`config.mk`:
```
export PLATFORM = sky130hd
export DESIGN_NAME = merge_score_accumulator
export DESIGN_NICKNAME = d
export VERILOG_FILES = /design/src/rtl/merge_score_accumulator_pkg.sv /design/src/rtl/merge_score_accumulator_tile_exp_decoder.sv /design/src/rtl/merge_score_accumulator.sv
export SDC_FILE = /design/constraint.sdc
export NUM_CORES = 1
export LEC_CHECK = 0
export ABC_AREA = 1
export CAP_MARGIN = 20
export CORE_MARGIN = 2
export CORE_UTILIZATION = 53
export DETAILED_ROUTE_END_ITERATION = 7
export GPL_TIMING_DRIVEN = 0
export PLACE_DENSITY = 0.78
export SLEW_MARGIN = 20
export SYNTH_ARGS = -nofsm -noshare
export SYNTH_HDL_FRONTEND = slang
export SYNTH_SLANG_ARGS = --single-unit
```
`constraint.sdc`:
```
create_clock -name clk -period 3.96 [get_ports clk]
set_input_delay 1.188 -clock clk [delete_from_list [all_inputs] [get_ports clk]]
set_output_delay 1.188 -clock clk [all_outputs]
set_load 0.005 [all_outputs]
```
`src/rtl/merge_score_accumulator_pkg.sv`:
```
// Shared definitions for the merge score accumulator: exponent encodings,
// FSM state type and the exponent-to-points decode function.
package merge_score_accumulator_pkg;
  localparam int EXP_EMPTY   = 0;
  localparam int MAX_EXP_DEF = 14;

  typedef enum logic {
    ST_RUN   = 1'b0,
    ST_FLUSH = 1'b1
  } state_t;

  // 2^e for a legal tile exponent; empty and out-of-range exponents are worth nothing.
  function automatic logic [31:0] exp2val(input logic [31:0] e, input int max_exp);
    if (e == 32'(EXP_EMPTY) || e > 32'(max_exp)) return '0;
    return 32'd1 << e;
  endfunction
endpackage

```
`src/rtl/merge_score_accumulator_tile_exp_decoder.sv`:
```
// One merge lane: turns a tile exponent into its point value and flags
// masked-in exponents that no legal tile can carry.
module tile_exp_decoder
  import merge_score_accumulator_pkg::*;
#(
  parameter int EXP_W   = 4,
  parameter int MAX_EXP = MAX_EXP_DEF
) (
  input  logic [EXP_W-1:0] exp,
  input  logic             mask,
  output logic [MAX_EXP:0] value,
  output logic             bad
);
  logic [31:0] dec;
  logic        unused_hi;

  assign dec       = exp2val(32'(exp), MAX_EXP);
  assign value     = mask ? dec[MAX_EXP:0] : '0;
  assign bad       = mask & (32'(exp) > 32'(MAX_EXP));
  assign unused_hi = ^dec[31:MAX_EXP+1];
endmodule

```
`src/rtl/merge_score_accumulator.sv`:
```
// Sums per-lane merge points each beat and folds them into a saturating game
// score two cycles later; keeps the best score and a RUN/FLUSH new-game FSM.
module merge_score_accumulator
  import merge_score_accumulator_pkg::*;
#(
  parameter int LANES   = 4,
  parameter int EXP_W   = 4,
  parameter int MAX_EXP = MAX_EXP_DEF,
  parameter int SCORE_W = 20
) (
  input  logic                     clk,
  input  logic                     rst,
  input  logic                     clear,
  input  logic                     in_valid,
  output logic                     in_ready,
  input  logic [LANES*EXP_W-1:0]   merge_exp,
  input  logic [LANES-1:0]         merge_mask,
  output logic [SCORE_W-1:0]       score,
  output logic [SCORE_W-1:0]       best,
  output logic                     score_upd,
  output logic                     saturated,
  output logic                     bad_exp
);
  localparam int VAL_W  = MAX_EXP + 1;
  localparam int SUM_W  = VAL_W + $clog2(LANES);
  // Wide enough that neither the score nor a whole beat sum can wrap.
  localparam int ACC_W  = ((SUM_W > SCORE_W) ? SUM_W : SCORE_W) + 1;
  localparam int STAGES = 2;
  localparam logic [SCORE_W-1:0] SCORE_MAX = '1;

  logic [LANES-1:0][VAL_W-1:0] lane_val;
  logic [LANES-1:0]            lane_bad;
  logic [SUM_W-1:0]            sum, s1_sum;
  logic                        s1_bad;
  logic [STAGES:1]             vld_pipe;
  logic [ACC_W-1:0]            acc;
  logic                        sat_hit;
  logic [SCORE_W-1:0]          score_nxt;
  logic                        accept;
  state_t                      state, state_nxt;

  for (genvar i = 0; i < LANES; i++) begin : g_lane
    tile_exp_decoder #(.EXP_W(EXP_W), .MAX_EXP(MAX_EXP)) u_dec (
      .exp   (merge_exp[i*EXP_W +: EXP_W]),
      .mask  (merge_mask[i]),
      .value (lane_val[i]),
      .bad   (lane_bad[i])
    );
  end

  always_comb begin
    sum = '0;
    for (int i = 0; i < LANES; i++) sum = sum + SUM_W'(lane_val[i]);
  end

  always_ff @(posedge clk) begin
    if (!rst) state <= ST_RUN;
    else      state <= state_nxt;
  end

  always_comb begin
    state_nxt = state;
    in_ready  = 1'b0;
    case (state)
      ST_RUN: begin
        in_ready = ~clear;
        if (clear) state_nxt = ST_FLUSH;
      end
      ST_FLUSH: if (!clear) state_nxt = ST_RUN;
      default:  state_nxt = ST_RUN;
    endcase
  end

  assign accept    = in_valid & in_ready;
  assign acc       = ACC_W'(score) + ACC_W'(s1_sum);
  assign sat_hit   = acc > ACC_W'(SCORE_MAX);
  assign score_nxt = sat_hit ? SCORE_MAX : acc[SCORE_W-1:0];
  assign score_upd = vld_pipe[STAGES];

  always_ff @(posedge clk) begin
    if (!rst) begin
      vld_pipe  <= '0;
      s1_sum    <= '0;
      s1_bad    <= 1'b0;
      score     <= '0;
      best      <= '0;
      saturated <= 1'b0;
      bad_exp   <= 1'b0;
    end else begin
      // accept is already low under clear, which drops the stage-1 slot.
      vld_pipe[1] <= accept;
      vld_pipe[2] <= vld_pipe[1] & ~clear;
      s1_sum      <= sum;
      s1_bad      <= |lane_bad;
      if (clear) begin
        score     <= '0;
        saturated <= 1'b0;
        bad_exp   <= 1'b0;
        if (score > best) best <= score;
      end else if (vld_pipe[1]) begin
        score     <= score_nxt;
        saturated <= saturated | sat_hit;
        bad_exp   <= bad_exp | s1_bad;
        if (score_nxt > best) best <= score_nxt;
      end
    end
  end
endmodule

```
==> reports/results.txt, run 1 <==
The flow ran to the end, and the final reports show no timing, DRC or antenna violations. Yosys printed 0 warnings. Non-filler instance count after layout: 1364. CTS placed an instance of clkbuf_16 at the clock tree root.

The switching fraction of total power is 0.3997, and the ratio of cells with drive above 1 in the final layout is 0.1477. For the HPWL after detailed placement, the log shows 15.59 mm. After the first detailed-routing iteration, the DRC count stood at 555.

The post-synthesis to final-layout area growth is 24.41%. The tools report the count of endpoints failing hold in the final timing report as 0. Timing analysis after detailed placement gives a worst setup slack of -1.091 ns.

The clock-pin slew of the registers on the worst-case setup and hold paths was 0.06 ns. The routability congestion estimate came out at 1.004. The floorplan step set the die height to 117.5 um. After detailed placement, the design holds a cell count of 1331. The tool flagged a number of max-cap violations equal to 0. The final cell utilization of the core is 0.6730, and the relative contribution of sequential cells to total power is 0.268.

The combinational share of power is 0.459. After floorplanning, the core was sized to cover 12620 um^2. The length in cells of the worst reg-to-reg path was 26. Of all nets on the critical path, the largest fanout is 10. The part of the Yosys area used for sequential elements is 0.1848, and the routed length per instance is 14.45 um.

The layout has 1142 filler cells. The worst register-to-register path has a setup slack of 0.21 ns. After synthesis the netlist holds a flip-flop and latch count of 63.

The residual DRC count is 0. For the worst setup path, the data required time is 2.77 ns. The final-report setup violation count was 0. The most used flip-flop cell after synthesis is dfxtp_1. The worst hold slack across all endpoints was 0.4715 ns. At the pin with the least slew margin, the transition time is 0.6585 ns. The maximum vdd ir drop was 0.3029 mV. Internal power comes to 0.001778 W. Counting every sink on the clock net gives 63. Cell leakage power: 4.535 nW. The category of the most critical setup path was input port to primary output. In this run the count of I/O pins placed on the die edge is 68. The synthesized netlist contains 42 unique library cells. The clock passes through at most 2 buffers.

Counting I/O delays and the setup requirement, the final critical path takes 3.896 ns. The power density normalized to cell area is 348.8 nW/um^2, and the number of synthesized flops with an enable pin is 0. For the clock skew after layout, the log shows 0.005959 ns. Total wire length: 19.70 mm. Once routing completed, OpenROAD measured the worst setup slack at 0.06439 ns. Setup repair after global routing could not meet its margin everywhere. Depth of the worst hold-timing path: 3. The count of nets left with antenna violations once routing finished came out at 0.

The tools report the critical hold path startpoint as state. The number of antenna violations at the first check in global routing was 0; the count of buffers inserted at the top-level ports was 66. For the worst-skew pair, the clock arrives at the later sink with an insertion delay of 0.34 ns. The tools report the portion of total power attributed to the clock network as 0.273. Maximum clock frequency: 0.2567 GHz. The number of global-route vias before repair was 6727. Worst max-slew margin expressed relative to the limit: 0.5610. The detail-routed via count per cell is 5.170, and the arrival time of data at the critical path endpoint is 2.71 ns. The class of the tightest hold or removal check is flip-flop to flip-flop. The floorplan step defined a die boundary enclosing 13800 um^2.

In the final design database the tool counted 1315 nets. TritonCTS created 9 clock buffers. The mapped netlist covers 6827 um^2. The worst setup path is captured at a primary output. Entering global routing, the biggest net connects 13 pins.

The run gives 0.001184 W as the switching component of the power. For this run, the detailed router's first-pass iteration total came to 5. For the final-report max-slew violation count, the log shows 0. The worst setup path is launched from an input port. The logs give 0 for the number of antenna diodes and 0.5409 for the effective utilization at floorplan. In the synthesized netlist, the number of instances is 1091. Row generation in the floorplan step produced 41 rows. In this run the critical register-to-register path is captured at best[2]. Portion of the clock cycle consumed by the worst path in the final layout: 0.9837. The die is 117.5 um wide. In this run the mean area of a mapped cell was 6.257 um^2.

CTS built an H-tree with a depth of 3. The post-synthesis async set-or-reset flop share is 0. The path with the worst hold slack has its endpoint at vld_pipe[1].

The total overflow left after global routing is 0. TritonCTS built the clock tree. Via count of the routed design: 7052. Launch point of the worst reg-to-reg path: score[11].

The overall global routing resource usage is 0.2881, and the global-route wire length before repair is 32.46 mm.
## state kept, by name, indices dropped and copies added, names as in the netlist
register,count
best,20
score,20
s1_sum,17
vld_pipe,2
bad_exp,1
s1_bad,1
saturated,1
state,1
## cell usage in the layout, fill, tap and decap left out, drive strengths merged, types with 10 or more instances in the layout
master           n
nand2          325
inv            201
nor2           142
ha              73
a21oi           71
dfxtp           63
clkdlybuf4s50   51
o21ai           50
nand3           46
fa              31
buf             31
clkbuf          30
nor3            20
nand4           10
## kinds of logic after synthesis
| kind of cell | share of synthesized area |
|---|---|
| AND/OR/NAND/NOR | 0.3398 |
| buffers and inverters | 0.1292 |
| AO/OA/AOI/OAI | 0.1102 |
| adder cells (fa/ha/maj) | 0.2247 |
| flip-flops | 0.1848 |
| XOR/XNOR | 0.01026 |
| other | 0.001100 |
## stage by stage
stage          setup TNS, ns  instance area (um^2)  total power [W]
6_report                   0                  8493         0.002962
3_5_place_dp          -9.868                  7735         0.002069
4_1_cts                    0                  8356         0.002913
3_3_place_gp          -9.009                  7735         0.002037
5_1_grt             -0.05864                  8493         0.003171
2_1_floorplan              0                  6859         0.001642
## layout make-up
class	instances	area, um^2	share of cell area
Clock inverter	7	72.57	0.008544
Clock buffer	9	225.2	0.02652
Sequential cell	63	1270	0.1495
Tap cell	172	215.2	0.02534
Timing Repair Buffer	84	742.0	0.08736
Inverter	203	774.5	0.09119
Buffer	19	115.1	0.01355
Multi-Input combinational cell	807	5079	0.5980
## power by group through the flow
stage / registers [W] / clock network [W] / logic [W]
finish: 0.000795 / 0.000808 / 0.00136
global route: 0.000806 / 0.000838 / 0.00153
CTS: 0.000794 / 0.000814 / 0.00130
detailed placement: 0.000808 / 0 / 0.00126
global placement: 0.000806 / 0 / 0.00123
floorplan: 0.000804 / 0 / 0.000838
## how the worst max path moves through the flow
stage	from	slack, ns	cells past startpoint	endpoint
finish	clear	0.06	4	in_ready
global route	merge_mask[0]	-0.05	18	s1_sum[15]
CTS	merge_exp[2]	0.001	17	s1_sum[15]
detailed placement	merge_exp[1]	-1.09	18	s1_sum[15]
global placement	merge_exp[1]	-0.98	18	s1_sum[15]
floorplan	merge_exp[1]	0.01	16	s1_sum[15]
## cells in the mapped netlist (all sizes together), types with 4 or more instances
| cell | count | area, um^2 |
|---|---|---|
| dfxtp | 63 | 1261 |
| o21bai | 4 | 30.03 |
| nand3b | 7 | 52.55 |
| o211ai | 4 | 30.03 |
| nand3 | 46 | 262.8 |
| clkbuf | 12 | 46.29 |
| xnor2 | 6 | 52.55 |
| nor3 | 20 | 100.1 |
| nand2 | 325 | 1277 |
| o21ai | 50 | 250.2 |
| nor2 | 142 | 545.5 |
| buf | 8 | 71.31 |
| fa | 31 | 620.6 |
| nand4 | 10 | 68.81 |
| inv | 201 | 757.0 |
| a21oi | 71 | 366.6 |
| ha | 73 | 913.4 |
## critical path, stage by stage
cell	delay, ns
clkdlybuf4s50_1	0.50
clkbuf_2	0.28
nor2_1	0.21
clkdlybuf4s50_1	0.53
## metal layers
metal	GRT usage	vias up	wire, um
li1	-	3594	-
met1	0.3894	3158	8860
met2	0.4799	247	9078
met3	0.03440	53	1153
met4	0.09488	0	612
met5	0	-	0
## what timing repair did
action	CTS	global route
resized for setup	87	74
setup buffers	8	10
endpoints found under the setup margin	24	28
cloned	0	0
pin swaps	29	18
hold buffers	0	0
Power figures use the tool's default switching activity.
==> inputs of run 2 (changes only) <==
--- a/config.mk
+++ b/config.mk
@@ -12,6 +12,7 @@
 export DETAILED_ROUTE_END_ITERATION = 7
 export GPL_TIMING_DRIVEN = 0
 export PLACE_DENSITY = 0.78
+export SETUP_SLACK_MARGIN = 0.1
 export SLEW_MARGIN = 20
 export SYNTH_ARGS = -nofsm -noshare
 export SYNTH_HDL_FRONTEND = slang
==> run 2 against run 1 <==
Compared with the run above: clock power down 9.4%; sequential share of layout area about the same; via count up 3.0%; critical endpoint is now s1_sum[15]; sequential power about the same; die area unchanged; critical path depth up 14; hold slack worse by 0.0051 ns.
==> reports/results.txt, run 2 (synthesized netlist as in run 1, its figures left out) <==
The tools report the number of global-route vias before repair as 6962 (+3.5%). The residual DRC count is 0 (unchanged). The maximum clock frequency came out at 0.2617 GHz (+2.0%). The relative contribution of sequential cells to total power was 0.274 (+0.006). CTS placed an instance of clkbuf_16 at the clock tree root.

The depth of the worst hold-timing path was 3 (unchanged). The number of antenna violations at the first check in global routing was 0 (unchanged); the top-level I/O count was 68 (unchanged). The run gives 7264 (+3.0%) as the via count of the routed design. The slack of the worst reg-to-reg path was 0.26 ns (+0.05 ns).

The tools report the number of rows created at floorplan as 41 (unchanged). Count of endpoints failing hold in the final timing report: 0 (unchanged). The worst-case clock buffer depth was 2 (unchanged); the effective utilization at floorplan was 0.5409 (unchanged). For the total wire length, the log shows 20.27 mm (+2.9%).

For the cell leakage power, the log shows 4.554 nW (+0.43%). The count of buffers inserted at the top-level ports came out at 66 (unchanged). Leaving out fill and tap cells, the most frequent cell in the layout is nand2_1.

By startpoint and endpoint, the worst setup path is classified as input port to flip-flop. The power density normalized to cell area is 336.3 nW/um^2 (-3.6%). The min-delay analysis places its worst path in the category flip-flop to flip-flop. The logs give 1319 (+0.30%) for the number of nets in the final layout and 63 (unchanged) for the number of clock sinks seen by CTS. The endpoint identified for the worst register-to-register timing path is best[9]. Setup repair after global routing could not meet its margin everywhere. The detail-routed via count per cell was 5.314 (+2.8%). The post-synthesis to final-layout area growth is 26.30%. The HPWL after detailed placement is 15.67 mm (+0.55%), and the routability congestion estimate is 0.9424 (-6.2%).

The largest registers in the layout are best (20), score (20), s1_sum (17). The tools report the overall global routing resource usage as 0.2916 (+0.003525). The setup TNS was 0 ns (unchanged). The critical path launch point type is an input port. The slew at the pin closest to its max-slew limit came out at 0.6523 ns (-0.006252 ns).

The routed length per instance was 14.83 um (+2.6%). The flow ran to the end, and the final reports show no timing, DRC or antenna violations. The total core area was 12620 um^2 (unchanged); the area enclosed by the die boundary was 13800 um^2 (unchanged).

The portion of the clock cycle consumed by the worst path in the final layout was 0.9648 (-0.01890); the highest net fanout along the worst path was 6 (-4). The endpoint required time on the critical path is 4.23 ns (+1.46 ns), and the level count of the clock H-tree is 3 (unchanged). The run gives 32.73 mm (+0.83%) as the global-route wire length before repair. The library cells used most frequently in the layout, excluding fill and tap cells, are nand2_1 (303), inv_1 (183), nor2_1 (122). The pin count of the biggest net entering global routing is 11 (-2), and the clock period minus worst slack is 3.821 ns (-0.07485 ns). The clock-pin slew of the registers on the worst-case setup and hold paths came out at 0.06 ns (about the same).

The total non-filler cell area in the finished layout is 8622 um^2 (+1.5%), and the instance count after placement with tap cells included is 1331 (unchanged). The maximum vdd ir drop is 0.2160 mV (-29%). The logs give 0 (unchanged) for the number of nets still failing antenna checks after routing and 0 (unchanged) for the number of antenna diodes.

The non-filler instance count after layout was 1367 (+0.22%); the arrival time of data at the critical path endpoint was 4.09 ns (+1.38 ns). The tools report the critical hold path startpoint as state. The clock skew after layout is 0.008564 ns (+0.002605 ns).

The worst setup path is captured at a flip-flop. The clock network latency to the later pin of the worst-skew pair was 0.34 ns (about the same); the worst max-slew margin expressed relative to the limit was 0.5651 (+0.004168). The final-report setup violation count was 0 (unchanged).

The switching fraction of total power works out to 0.4030 (+0.003304). The ratio of cells with drive above 1 in the final layout is 0.1674 (+0.01971). For the number of search-and-repair iterations in the first detailed-routing pass, the log shows 8 (+3). The run gives 0.001731 W (-2.6%) as the cell-internal power.

The logs give 0 (unchanged) for the number of hold buffers added after cts and 0 (unchanged) for the number of max-capacitance violations reported. The path with the worst hold slack has its endpoint at vld_pipe[1]. The width of the chip was 117.5 um (unchanged).

The logs give 9 (unchanged) for the CTS buffer count and 0.474 (+0.015) for the combinational share of power. TritonCTS built the clock tree. For the global route total overflow, the log shows 0 (unchanged). The switching component of the power is 0.001169 W (-1.3%). Cell area after placement: 7766 um^2 (+0.40%). Launch point of the worst reg-to-reg path: score[0]. The tools report the portion of total power attributed to the clock network as 0.252 (-0.021).

The length in cells of the worst reg-to-reg path was 24 (-7.7%); the die height was 117.5 um (unchanged). The logs give 565 (+1.8%) for the number of DRC markers in iteration 0 and 0 (unchanged) for the final-report max-slew violation count.
## run 2: changes by cell type in the layout (fill, tap and decap cells not counted), moves of 3 or more
cell / previous run / this run
clkbuf_2: 12 / 8
dfxtp_1: 56 / 52
ha_2: 1 / 6
dfxtp_4: 0 / 4
nor2_2: 8 / 12
ha_1: 64 / 54
ha_4: 8 / 13
buf_4: 20 / 23
clkinv_2: 2 / 5
## run 2: timing repair
action | in CTS | in global routing
gates resized for setup | 89 | 100
setup endpoints to repair | 30 | 31
setup buffers | 15 | 7
pin swaps | 23 | 26
## run 2: area by class of cell
| type | count | area (um^2) |
|---|---|---|
| timing repair buffer | 88 | 788.3 |
| clock buffer | 10 | 239.0 |
| fill | 1150 | 3998 |
| tap | 172 | 215.2 |
| sequential | 63 | 1285 |
| inverter | 203 | 777.0 |
| clock inverter | 5 | 25.02 |
| multi-input combinational | 807 | 5174 |
| buffer | 19 | 118.9 |
## run 2: per-stage QoR
stage                     total power (W)  utilization  hold slack (ns)  worst slack [ns]
after floorplan                  0.001645            -           0.4367            0.1103
after global placement           0.002040       0.6154           0.4568           -0.8771
after detailed placement         0.002071       0.6154           0.4624           -0.9148
after CTS                        0.002829       0.6644           0.4702          0.002496
after global routing             0.003101       0.6832           0.5131          -0.05326
final                            0.002900       0.6832           0.4663            0.1392
## run 2: metal layers
metal / vias to the layer above / global-route usage / part of all wire
met5: - / 0 / 0
met3: 52 / 0.03973 / 0.057
li1: 3598 / - / -
met1: 3359 / 0.3869 / 0.44
met4: 0 / 0.09714 / 0.031
met2: 255 / 0.4905 / 0.47
## run 2: worst max-delay path, stage by stage
cell and delay [ns]:
buf_8 0.08, inv_4 0.03, nor2_4 0.17, nand3_2 0.13
fa_1 0.53, inv_2 0.04, fa_1 0.53, inv_2 0.05
fa_2 0.37, inv_2 0.08, nand3_2 0.09, nand2_2 0.09
a21oi_2 0.06, o21ai_2 0.20, nand4_1 0.16, nand3_1 0.10
nand2_1 0.06, nor2_2 0.13
## run 2: power groups by stage
stage	clock network [W]	logic [W]	registers, W
finish	0.000732	0.00137	0.000795
global route	0.000762	0.00153	0.000804
CTS	0.000734	0.00130	0.000796
detailed placement	0	0.00126	0.000809
global placement	0	0.00123	0.000806
floorplan	0	0.000841	0.000804
## run 2: worst max-delay path by stage
stage | to | slack [ns] | start | cells past startpoint
after floorplan | s1_sum[15] | 0.11 | merge_mask[2] | 16
after global placement | s1_sum[15] | -0.88 | merge_exp[9] | 18
after detailed placement | s1_sum[15] | -0.91 | merge_exp[0] | 15
after CTS | s1_sum[15] | 0.002 | merge_exp[8] | 17
after global routing | s1_sum[10] | -0.05 | merge_exp[14] | 15
final | s1_sum[15] | 0.14 | merge_mask[0] | 18
==> inputs of run 3 (changes only) <==
--- a/config.mk
+++ b/config.mk
@@ -6,7 +6,7 @@
 export NUM_CORES = 1
 export LEC_CHECK = 0
 export ABC_AREA = 1
-export CAP_MARGIN = 20
+export CAP_MARGIN = 25
 export CORE_MARGIN = 2
 export CORE_UTILIZATION = 53
 export DETAILED_ROUTE_END_ITERATION = 7
==> results of run 3 <==
No change in the layout: final DEF, timing and power equal those of run 2.
